File: src/rtl/turn_signal_ctrl_if.sv
// Switch-decoder requests in, lamp/status outputs back; slave side is the controller.
// TURN_SIGNAL_HYPERFLASH_EN adds the lamp_fault input.
interface turn_signal_ctrl_if #(
    parameter int CNT_W = 8
);
`ifdef TURN_SIGNAL_HYPERFLASH_EN
    logic [1:0]       lamp_fault;
`endif
    logic             left_req;
    logic             right_req;
    logic             hazard_req;
    logic             off_req;
    logic [2:0]       o_state;
    logic             o_left_led;
    logic             o_right_led;
    logic             o_busy;
    logic             o_done;
    logic [CNT_W-1:0] o_blink_cnt;

    modport master (
`ifdef TURN_SIGNAL_HYPERFLASH_EN
        output lamp_fault,
`endif
        output left_req, right_req, hazard_req, off_req,
        input  o_state, o_left_led, o_right_led, o_busy, o_done, o_blink_cnt
    );

    modport slave (
`ifdef TURN_SIGNAL_HYPERFLASH_EN
        input  lamp_fault,
`endif
        input  left_req, right_req, hazard_req, off_req,
        output o_state, o_left_led, o_right_led, o_busy, o_done, o_blink_cnt
    );
endinterface

File: src/rtl/turn_signal_ctrl.sv
// Turn-signal / hazard controller with programmable blink period and comfort auto-cancel.
// Optional TURN_SIGNAL_HYPERFLASH_EN: double-rate flash when an active lamp reports open.
module turn_signal_ctrl #(
    parameter int BLINK_HALF_CYC  = 4,
    parameter int AUTO_OFF_BLINKS = 3,
    parameter int CNT_W           = 8
) (
    input logic              clk,
    input logic              reset_n,
    turn_signal_ctrl_if.slave bus
);
    localparam logic [CNT_W-1:0] HALF      = CNT_W'(BLINK_HALF_CYC);
    localparam logic [CNT_W-1:0] HALF_FAST = CNT_W'((BLINK_HALF_CYC + 1) / 2);
    localparam logic [CNT_W-1:0] AUTO      = CNT_W'(AUTO_OFF_BLINKS);
    localparam logic [CNT_W-1:0] CNT_MAX   = '1;

    typedef enum logic [2:0] {
        S_IDLE   = 3'd0,
        S_LEFT   = 3'd1,
        S_RIGHT  = 3'd2,
        S_HAZARD = 3'd3,
        S_FINISH = 3'd4
    } state_t;

    state_t           r_state, w_nxt_state, w_enter_state;
    logic [CNT_W-1:0] r_phase, w_nxt_phase;
    logic [CNT_W-1:0] r_blink_cnt, w_nxt_cnt, w_cnt_inc;
    logic [CNT_W-1:0] w_half;
    logic             r_lamp_on, w_nxt_on;
    logic             r_left_led, r_right_led;
    logic             w_enter, w_adv, w_half_end;
    logic             w_l, w_r, w_h, w_o;

    assign w_l = bus.left_req;
    assign w_r = bus.right_req;
    assign w_h = bus.hazard_req;
    assign w_o = bus.off_req;

`ifdef TURN_SIGNAL_HYPERFLASH_EN
    // Rate is latched at entry and at each half-period boundary so a fault
    // change never truncates or stretches the half-period in progress.
    logic [CNT_W-1:0] r_half;
    logic             w_fault, w_load_half;
    assign w_fault = (w_nxt_state == S_LEFT   && bus.lamp_fault[0]) ||
                     (w_nxt_state == S_RIGHT  && bus.lamp_fault[1]) ||
                     (w_nxt_state == S_HAZARD && (|bus.lamp_fault));
    assign w_load_half = w_enter || (w_adv && w_half_end);
    assign w_half = r_half;

    always_ff @(posedge clk or negedge reset_n) begin
        if (!reset_n)         r_half <= HALF;
        else if (w_load_half) r_half <= w_fault ? HALF_FAST : HALF;
    end
`else
    assign w_half = HALF;
`endif

    assign w_half_end = (r_phase >= w_half - 1'b1);
    assign w_cnt_inc  = (r_blink_cnt == CNT_MAX) ? r_blink_cnt : r_blink_cnt + 1'b1;

    always_comb begin
        w_nxt_state   = r_state;
        w_nxt_phase   = r_phase;
        w_nxt_on      = r_lamp_on;
        w_nxt_cnt     = r_blink_cnt;
        w_enter       = 1'b0;
        w_enter_state = r_state;
        w_adv         = 1'b0;
        unique case (r_state)
            S_IDLE: begin
                w_nxt_cnt = '0;
                if (w_h) begin
                    w_enter = 1'b1; w_enter_state = S_HAZARD;
                end else if (w_l ^ w_r) begin
                    w_enter = 1'b1; w_enter_state = w_l ? S_LEFT : S_RIGHT;
                end
            end
            S_LEFT, S_RIGHT: begin
                if (w_o) begin
                    w_nxt_state = S_FINISH;
                end else if (w_h) begin
                    w_enter = 1'b1; w_enter_state = S_HAZARD;
                end else if (r_state == S_LEFT && w_r && !w_l) begin
                    w_enter = 1'b1; w_enter_state = S_RIGHT;
                end else if (r_state == S_RIGHT && w_l && !w_r) begin
                    w_enter = 1'b1; w_enter_state = S_LEFT;
                end else begin
                    w_adv = 1'b1;
                end
            end
            S_HAZARD: begin
                if (w_o || w_h) w_nxt_state = S_FINISH;
                else            w_adv = 1'b1;
            end
            S_FINISH: begin
                w_nxt_state = S_IDLE;
                w_nxt_cnt   = '0;
            end
            default: w_nxt_state = S_IDLE;
        endcase

        // A blink completes at the end of its low half; that edge may auto-cancel.
        if (w_adv) begin
            if (w_half_end) begin
                w_nxt_phase = '0;
                if (r_lamp_on) begin
                    w_nxt_on = 1'b0;
                end else begin
                    w_nxt_cnt = w_cnt_inc;
                    if (AUTO != '0 && r_state != S_HAZARD && w_cnt_inc == AUTO)
                        w_nxt_state = S_FINISH;
                    else
                        w_nxt_on = 1'b1;
                end
            end else begin
                w_nxt_phase = r_phase + 1'b1;
            end
        end

        if (w_enter) begin
            w_nxt_state = w_enter_state;
            w_nxt_phase = '0;
            w_nxt_on    = 1'b1;
            w_nxt_cnt   = '0;
        end

        if (w_nxt_state == S_FINISH || w_nxt_state == S_IDLE) begin
            w_nxt_phase = '0;
            w_nxt_on    = 1'b0;
        end
    end

    always_ff @(posedge clk or negedge reset_n) begin
        if (!reset_n) begin
            r_state     <= S_IDLE;
            r_phase     <= '0;
            r_lamp_on   <= 1'b0;
            r_blink_cnt <= '0;
            r_left_led  <= 1'b0;
            r_right_led <= 1'b0;
        end else begin
            r_state     <= w_nxt_state;
            r_phase     <= w_nxt_phase;
            r_lamp_on   <= w_nxt_on;
            r_blink_cnt <= w_nxt_cnt;
            r_left_led  <= w_nxt_on && (w_nxt_state == S_LEFT  || w_nxt_state == S_HAZARD);
            r_right_led <= w_nxt_on && (w_nxt_state == S_RIGHT || w_nxt_state == S_HAZARD);
        end
    end

    assign bus.o_state     = r_state;
    assign bus.o_left_led  = r_left_led;
    assign bus.o_right_led = r_right_led;
    assign bus.o_busy      = (r_state == S_LEFT) || (r_state == S_RIGHT) || (r_state == S_HAZARD);
    assign bus.o_done      = (r_state == S_FINISH);
    assign bus.o_blink_cnt = r_blink_cnt;
endmodule
File: src/flat_wrapper.sv
// flat-port wrapper written by rule: the top's interface ports become plain ports
module turn_signal_ctrl_flat 
#(
    parameter int BLINK_HALF_CYC  = 4,
    parameter int AUTO_OFF_BLINKS = 3,
    parameter int CNT_W           = 8
)
  (clk, reset_n, bus_left_req, bus_right_req, bus_hazard_req, bus_off_req, bus_o_state, bus_o_left_led, bus_o_right_led, bus_o_busy, bus_o_done, bus_o_blink_cnt);
  turn_signal_ctrl_if #(.CNT_W(CNT_W)) bus_i ();
  input logic clk;
  input logic reset_n;
  input wire logic [$bits(bus_i.left_req)-1:0] bus_left_req;
  input wire logic [$bits(bus_i.right_req)-1:0] bus_right_req;
  input wire logic [$bits(bus_i.hazard_req)-1:0] bus_hazard_req;
  input wire logic [$bits(bus_i.off_req)-1:0] bus_off_req;
  output wire logic [$bits(bus_i.o_state)-1:0] bus_o_state;
  output wire logic [$bits(bus_i.o_left_led)-1:0] bus_o_left_led;
  output wire logic [$bits(bus_i.o_right_led)-1:0] bus_o_right_led;
  output wire logic [$bits(bus_i.o_busy)-1:0] bus_o_busy;
  output wire logic [$bits(bus_i.o_done)-1:0] bus_o_done;
  output wire logic [$bits(bus_i.o_blink_cnt)-1:0] bus_o_blink_cnt;
  assign bus_i.left_req = bus_left_req;
  assign bus_i.right_req = bus_right_req;
  assign bus_i.hazard_req = bus_hazard_req;
  assign bus_i.off_req = bus_off_req;
  assign bus_o_state = bus_i.o_state;
  assign bus_o_left_led = bus_i.o_left_led;
  assign bus_o_right_led = bus_i.o_right_led;
  assign bus_o_busy = bus_i.o_busy;
  assign bus_o_done = bus_i.o_done;
  assign bus_o_blink_cnt = bus_i.o_blink_cnt;
  turn_signal_ctrl #(.BLINK_HALF_CYC(BLINK_HALF_CYC), .AUTO_OFF_BLINKS(AUTO_OFF_BLINKS), .CNT_W(CNT_W)) u_core (.clk(clk), .reset_n(reset_n), .bus(bus_i));
endmodule
File: config.mk
export PLATFORM = sky130hd
export DESIGN_NAME = turn_signal_ctrl_flat
export DESIGN_NICKNAME = d
export VERILOG_FILES = /design/src/rtl/turn_signal_ctrl_if.sv /design/src/rtl/turn_signal_ctrl.sv /design/src/flat_wrapper.sv
export SDC_FILE = /design/constraint.sdc
export NUM_CORES = 1
export LEC_CHECK = 0
export CAP_MARGIN = 20
export CORE_UTILIZATION = 56
export DETAILED_ROUTE_END_ITERATION = 6
export GPL_TIMING_DRIVEN = 0
export PLACE_DENSITY = 0.8
export SETUP_SLACK_MARGIN = 0.5
export SKIP_CTS_REPAIR_TIMING = 1
export SYNTH_ARGS = -nofsm -noshare
export SYNTH_HDL_FRONTEND = slang
export SYNTH_SLANG_ARGS = --single-unit
export TNS_END_PERCENT = 1
File: constraint.sdc
create_clock -name clk -period 4.3 [get_ports clk]
set_input_delay 0.86 -clock clk [delete_from_list [all_inputs] [get_ports clk]]
set_output_delay 0.86 -clock clk [all_outputs]
set_load 0.01 [all_outputs]
== Word-level counts from Yosys, hierarchy flattened ==
Index checks and enable logic that the tools add are counted.

* Add/sub/neg operators: 2
* Order comparisons: 1
* Equal/unequal tests: 11
* Multiplexer cells: 45
* Bitwise gates (word level): 1
* Reduce and logical (&&, ||, !) cells: 20

{| class="wikitable"
|+ Operators with widths
! kind !! number
|-
| 8-bit two-way mux || 10
|-
| 3-bit two-way mux || 13
|-
| 1-bit two-way mux || 17
|-
| 8-bit by 1-bit adder with 8-bit output (second input constant) || 2
|-
| 3-bit by 2-bit == test with 1-bit output (second input constant) || 4
|-
| 3-bit one-hot mux with 3 select lines || 1
|-
| 8-bit by 2-bit == test with 1-bit output (second input constant) || 1
|-
| 8-bit == test (second input constant) || 1
|-
| 8-bit by 2-bit >= comparator with 1-bit output (second input constant) || 1
|-
| 1-bit logical AND || 7
|-
| 3-bit by 1-bit == test with 1-bit output (second input constant) || 2
|-
| 3-bit == test (second input constant) || 2
|-
| 3-bit logical NOT || 2
|-
| 1-bit logical OR || 6
|-
| 3-bit one-hot mux with 2 select lines || 1
|-
| 1-bit one-hot mux with 2 select lines || 2
|-
| 2-bit OR reduction || 2
|-
| 3-bit by 2-bit != test with 1-bit output (second input constant) || 1
|-
| 3-bit nonzero test || 1
|-
| 1-bit logical NOT || 2
|-
| 2-bit two-way mux || 1
|-
| 1-bit bitwise XOR || 1
|}

* Register bits: 22
* Input bits: 6
* Word-level logic and storage cells: 86

== Longest topological paths before layout ==
* Depth after elaboration: 14
* Mapped depth: 7

== Worst setup path after synthesis ==
No wires, ideal clock.

* Kind: input -> register
* Start point: input bus_left_req
* End point: register u_core.r_blink_cnt[0] (netlist: u_core.bus.o_blink_cnt[0])
* Data arrival time: 2.177 ns
* Data required time: 4.222 ns
* Path slack: 2.046 ns
* Stages on the path: 6
* Path through: nor3b_1 > nand2b_2 > or3_1 > buf_2 > or3_1 > a21oi_1

* Cells in the longest elaborated chain, start to end: 9
* Elaborated cells on any way between the ends: 19
* Those cells by class: mux (14); bitwise (1); reduce/logical (4)

{| class="wikitable"
|+ RTL lines
! item !! line !! RTL
|-
| start: declaration || flat_wrapper.sv:12 || <nowiki>input wire logic [$bits(bus_i.left_req)-1:0] bus_left_req;</nowiki>
|-
| 1-bit logical AND (2 in a row) || turn_signal_ctrl.sv:85 || <nowiki>end else if (r_state == S_RIGHT && w_l && !w_r) begin</nowiki>
|-
| 1-bit two-way mux || turn_signal_ctrl.sv:85 ||
|-
| 1-bit two-way mux || turn_signal_ctrl.sv:83 || <nowiki>end else if (r_state == S_LEFT && w_r && !w_l) begin</nowiki>
|-
| 1-bit two-way mux || turn_signal_ctrl.sv:81 || <nowiki>end else if (w_h) begin</nowiki>
|-
| 1-bit two-way mux || turn_signal_ctrl.sv:79 || <nowiki>if (w_o) begin</nowiki>
|-
| 1-bit one-hot mux with 2 select lines || turn_signal_ctrl.sv:69 || <nowiki>unique case (r_state)</nowiki>
|-
| 8-bit two-way mux || turn_signal_ctrl.sv:103 || <nowiki>if (w_adv) begin</nowiki>
|-
| 8-bit two-way mux (*) || turn_signal_ctrl.sv:120 || <nowiki>if (w_enter) begin</nowiki>
|-
| via u_core.w_nxt_cnt[0] || turn_signal_ctrl.sv:27 || <nowiki>logic [CNT_W-1:0] r_blink_cnt, w_nxt_cnt, w_cnt_inc;</nowiki>
|-
| end signal: assignment || turn_signal_ctrl.sv:145 || <nowiki>r_blink_cnt <= w_nxt_cnt;</nowiki>
|-
| end: declaration || turn_signal_ctrl.sv:27 ||
|}

Mark *: on every way through the listed nets, which the timed path passes. The rest lies on a longest branch.
A chain may end at the register's enable or synchronous reset.

== Worst setup path after layout ==
* Start point: input bus_off_req
* End point: register u_core.r_blink_cnt[5] (netlist: u_core.bus.o_blink_cnt[5])

* Cells in the longest elaborated chain, start to end: 5
* Elaborated cells on any way between the ends: 8
* Those cells by class: mux (7); reduce/logical (1)

{| class="wikitable"
|+ RTL lines
! item !! line !! RTL
|-
| start: declaration || flat_wrapper.sv:15 || <nowiki>input wire logic [$bits(bus_i.off_req)-1:0] bus_off_req;</nowiki>
|-
| 1-bit logical OR || turn_signal_ctrl.sv:92 || <nowiki>if (w_o || w_h) w_nxt_state = S_FINISH;</nowiki>
|-
| 1-bit two-way mux || turn_signal_ctrl.sv:92 ||
|-
| 1-bit one-hot mux with 2 select lines || turn_signal_ctrl.sv:69 ||
|-
| 8-bit two-way mux || turn_signal_ctrl.sv:103 ||
|-
| 8-bit two-way mux (*) || turn_signal_ctrl.sv:120 ||
|-
| via u_core.w_nxt_cnt[5] || turn_signal_ctrl.sv:27 ||
|}

Marked as above.

==> flow_summary.ini <==
[run_status]
outcome = complete, no violations

[drt]
wl_met1_um = 1360
met3WireLength_um = 137
wl_per_cell_um = 15.5
viasPerCell = 6.13
drc_errors = 0
wirelength_um = 3160
via_count = 1251
ant_nets = 0
drtIter0Drc = 35
route.met2.wl_um = 1630
highest_layer = met4
dr.pass1.iters = 4

[grt]
grt_pass1_vias = 1125
grt_pass1_wl_um = 5120
antenna_found_initial = 0
grt.total_usage_pct = 26.7
grt_start_max_net_pins = 23
grt_overflow = 0

[placement]
placedInstanceArea_mm2 = 0.00156
place_hpwl_um = 2260
port_buffers = 20
pre_cts_slack_ns = 1.12
place.gp.congestion = 0.855
dp.cells = 199

[logic_synthesis]
synth-edff-count = 0
ys_warn_count = 0
synth_commonest_cells = dfrtp_1 (22), nor2_1 (10), clkbuf_1 (9), nand2_1 (8)
synth_top_area_share_pct = 42.1
synth_ff_type = dfrtp_1
postSynth.asyncResetShare_pct = 100
synth_area_mm2 = 0.00131
avgSynthCellArea_um2 = 8.96
syn_inst = 146
synth_top_area_cell = dfrtp_1
yosysMostFrequentCell = dfrtp_1
synth.area.top_cells = dfrtp_1 (42%), nor2_1 (2.9%), nor2b_1 (2.9%)
ys_ff_latch = 22
synth_cell_types = 44
synth-seq-area-share_pct = 42.1

[cts]
clockBufferDepth = 2
root_buffer = clkbuf_4
htree_levels = 1
cts_buffers = 3
cts_tree = built
clock_latency_ns = 0.30
cts_sinks = 22
clk_pin_slew_ns = 0.13

[power_and_ir_drop]
p_leak_nw = 0.641
power_density_mw_per_mm2 = 434
total_power_mw = 0.708
vdd_drop_max_v = 0.000366

[hold_path]
min_to = u_core.r_phase[0]
whs_path_depth = 1
hp-start = u_core.r_phase[0]
hold_path_class = reg2reg

[sta]
fmax_mhz = 344
fin_setup_tns_ns = 0
finClkSkew_ns = 0.00395
min_period_ns = 2.91
setup-violations-final = 0
rsz0062_at_grt = false
hold_slack_ns = 0.452
hold_viol = 0
worstMarginPinSlew_ns = 0.789
fin_ws_ns = 1.39
slew_headroom_pct = 47.0
fin_crit_sh_pct = 67.7
drv_slew = 0

[critical_path]
crit_type = in2reg
rrSetupSlack_ns = 2.04
worstSetupStartpointType = primary input
reg2reg_to = u_core.bus.o_blink_cnt[5]
critical_path_arrival_ns = 3.11
critPathRequiredTime_ns = 4.50
endpoint_kind = flop
crit_fanout = 8
r2r_cells = 5
timing.rr.start = u_core.bus.o_state[2]

[cells_and_area]
final_area_mm2 = 0.00163
post-route-util_pct = 73.7
syn2layout_area_growth_pct = 24.6
instances_no_fill = 204
drive_gt1_share_pct = 6.25
nets = 185
diodes = 0

[die]
io_pins = 21
die-height_um = 50.3
coreArea_mm2 = 0.00221
std_cell_rows = 17
die_area_mm2 = 0.00253
die_w_um = 50.3
start_util_pct = 59.2

[flow_run]
cap_violations = 0
==> cells in the final DEF (no fill, tap or decap), types with 2 or more instances in the layout <==
cell type / netlist / layout
dfrtp_1: 22 / 22
clkdlybuf4s50_1: 0 / 20
nor2_1: 10 / 10
clkbuf_1: 9 / 9
nand2_1: 8 / 8
nor3_1: 7 / 7
o21ai_0: 7 / 7
a21oi_1: 6 / 6
nor2b_1: 6 / 6
conb_1: 1 / 6
o211ai_1: 4 / 4
or3_1: 4 / 4
and3_1: 4 / 4
a31oi_1: 4 / 4
nand3_1: 4 / 4
nor4_1: 4 / 4
nor3b_1: 3 / 3
inv_1: 3 / 3
a41oi_1: 3 / 3
and4_1: 3 / 3
or2_2: 3 / 3
clkbuf_4: 0 / 3
o21bai_1: 2 / 2
a21o_1: 2 / 2
a22oi_1: 2 / 2
nand4_1: 2 / 2
a311oi_1: 2 / 2
and2_1: 2 / 2
ha_1: 2 / 2
==> worst max-delay path by stage <==
stage / depth (start not counted) / startpoint / slack [ns] / end
2_1_floorplan: 6 / bus_left_req / 2.05 / u_core.bus.o_blink_cnt[0]
3_3_place_gp: 6 / bus_off_req / 1.29 / u_core.bus.o_blink_cnt[5]
3_5_place_dp: 6 / bus_off_req / 1.12 / u_core.bus.o_blink_cnt[5]
4_1_cts: 4 / u_core.bus.o_state[1] / 1.44 / bus_o_done
5_1_grt: 6 / bus_off_req / 1.20 / u_core.bus.o_blink_cnt[5]
6_report: 6 / bus_off_req / 1.39 / u_core.bus.o_blink_cnt[5]
==> kinds of logic (layout without fill, tap and decap cells) <==
group           after synthesis  after routing  share of synthesized area [%]
simple gates                 68             68                           30.7
buf+inv                      13             38                           3.82
fa+ha+maj                     2              2                           1.91
mux                           1              1                          0.765
xor+xnor                      1              1                          0.669
flops                        22             22                           42.1
compound gates               38             38                           19.8
other cells                   1              6                          0.287
==> power breakdown <==
part           switching [mW]  internal (mW)
Combinational           0.154          0.127
Clock                  0.0626         0.0941
Sequential             0.0345          0.236
==> sequential cells by signal, summed over array words and instances (netlist names) <==
signal                  flops
u_core.bus.o_blink_cnt      8
u_core.bus.o_left_led       1
u_core.bus.o_right_led      1
u_core.bus.o_state          3
u_core.r_lamp_on            1
u_core.r_phase              8
==> worst max-delay path: stages <==
cell and delay (ns):
clkdlybuf4s50_1 0.58, nor3_4 0.27, nand2b_2 0.13, nor3_1 0.67, a41oi_1 0.23, a311oi_1 0.35
==> layer usage <==
layer / global-route usage, % / up-vias
met5: 0 / -
met1: 34.4 / 598
met3: 3.94 / 2
met2: 46.4 / 42
met4: 7.41 / 0
li1: - / 609
==> layout make-up <==
class / count / area, µm²
multi-input combinational: 116 / 727
fill: 183 / 582
sequential: 22 / 551
timing repair buffer: 21 / 215
buffer: 10 / 38.8
tap: 28 / 35.0
clock inverter: 1 / 30.0
clock buffer: 3 / 22.5
inverter: 3 / 11.3
(Power assumes the default switching activity.)
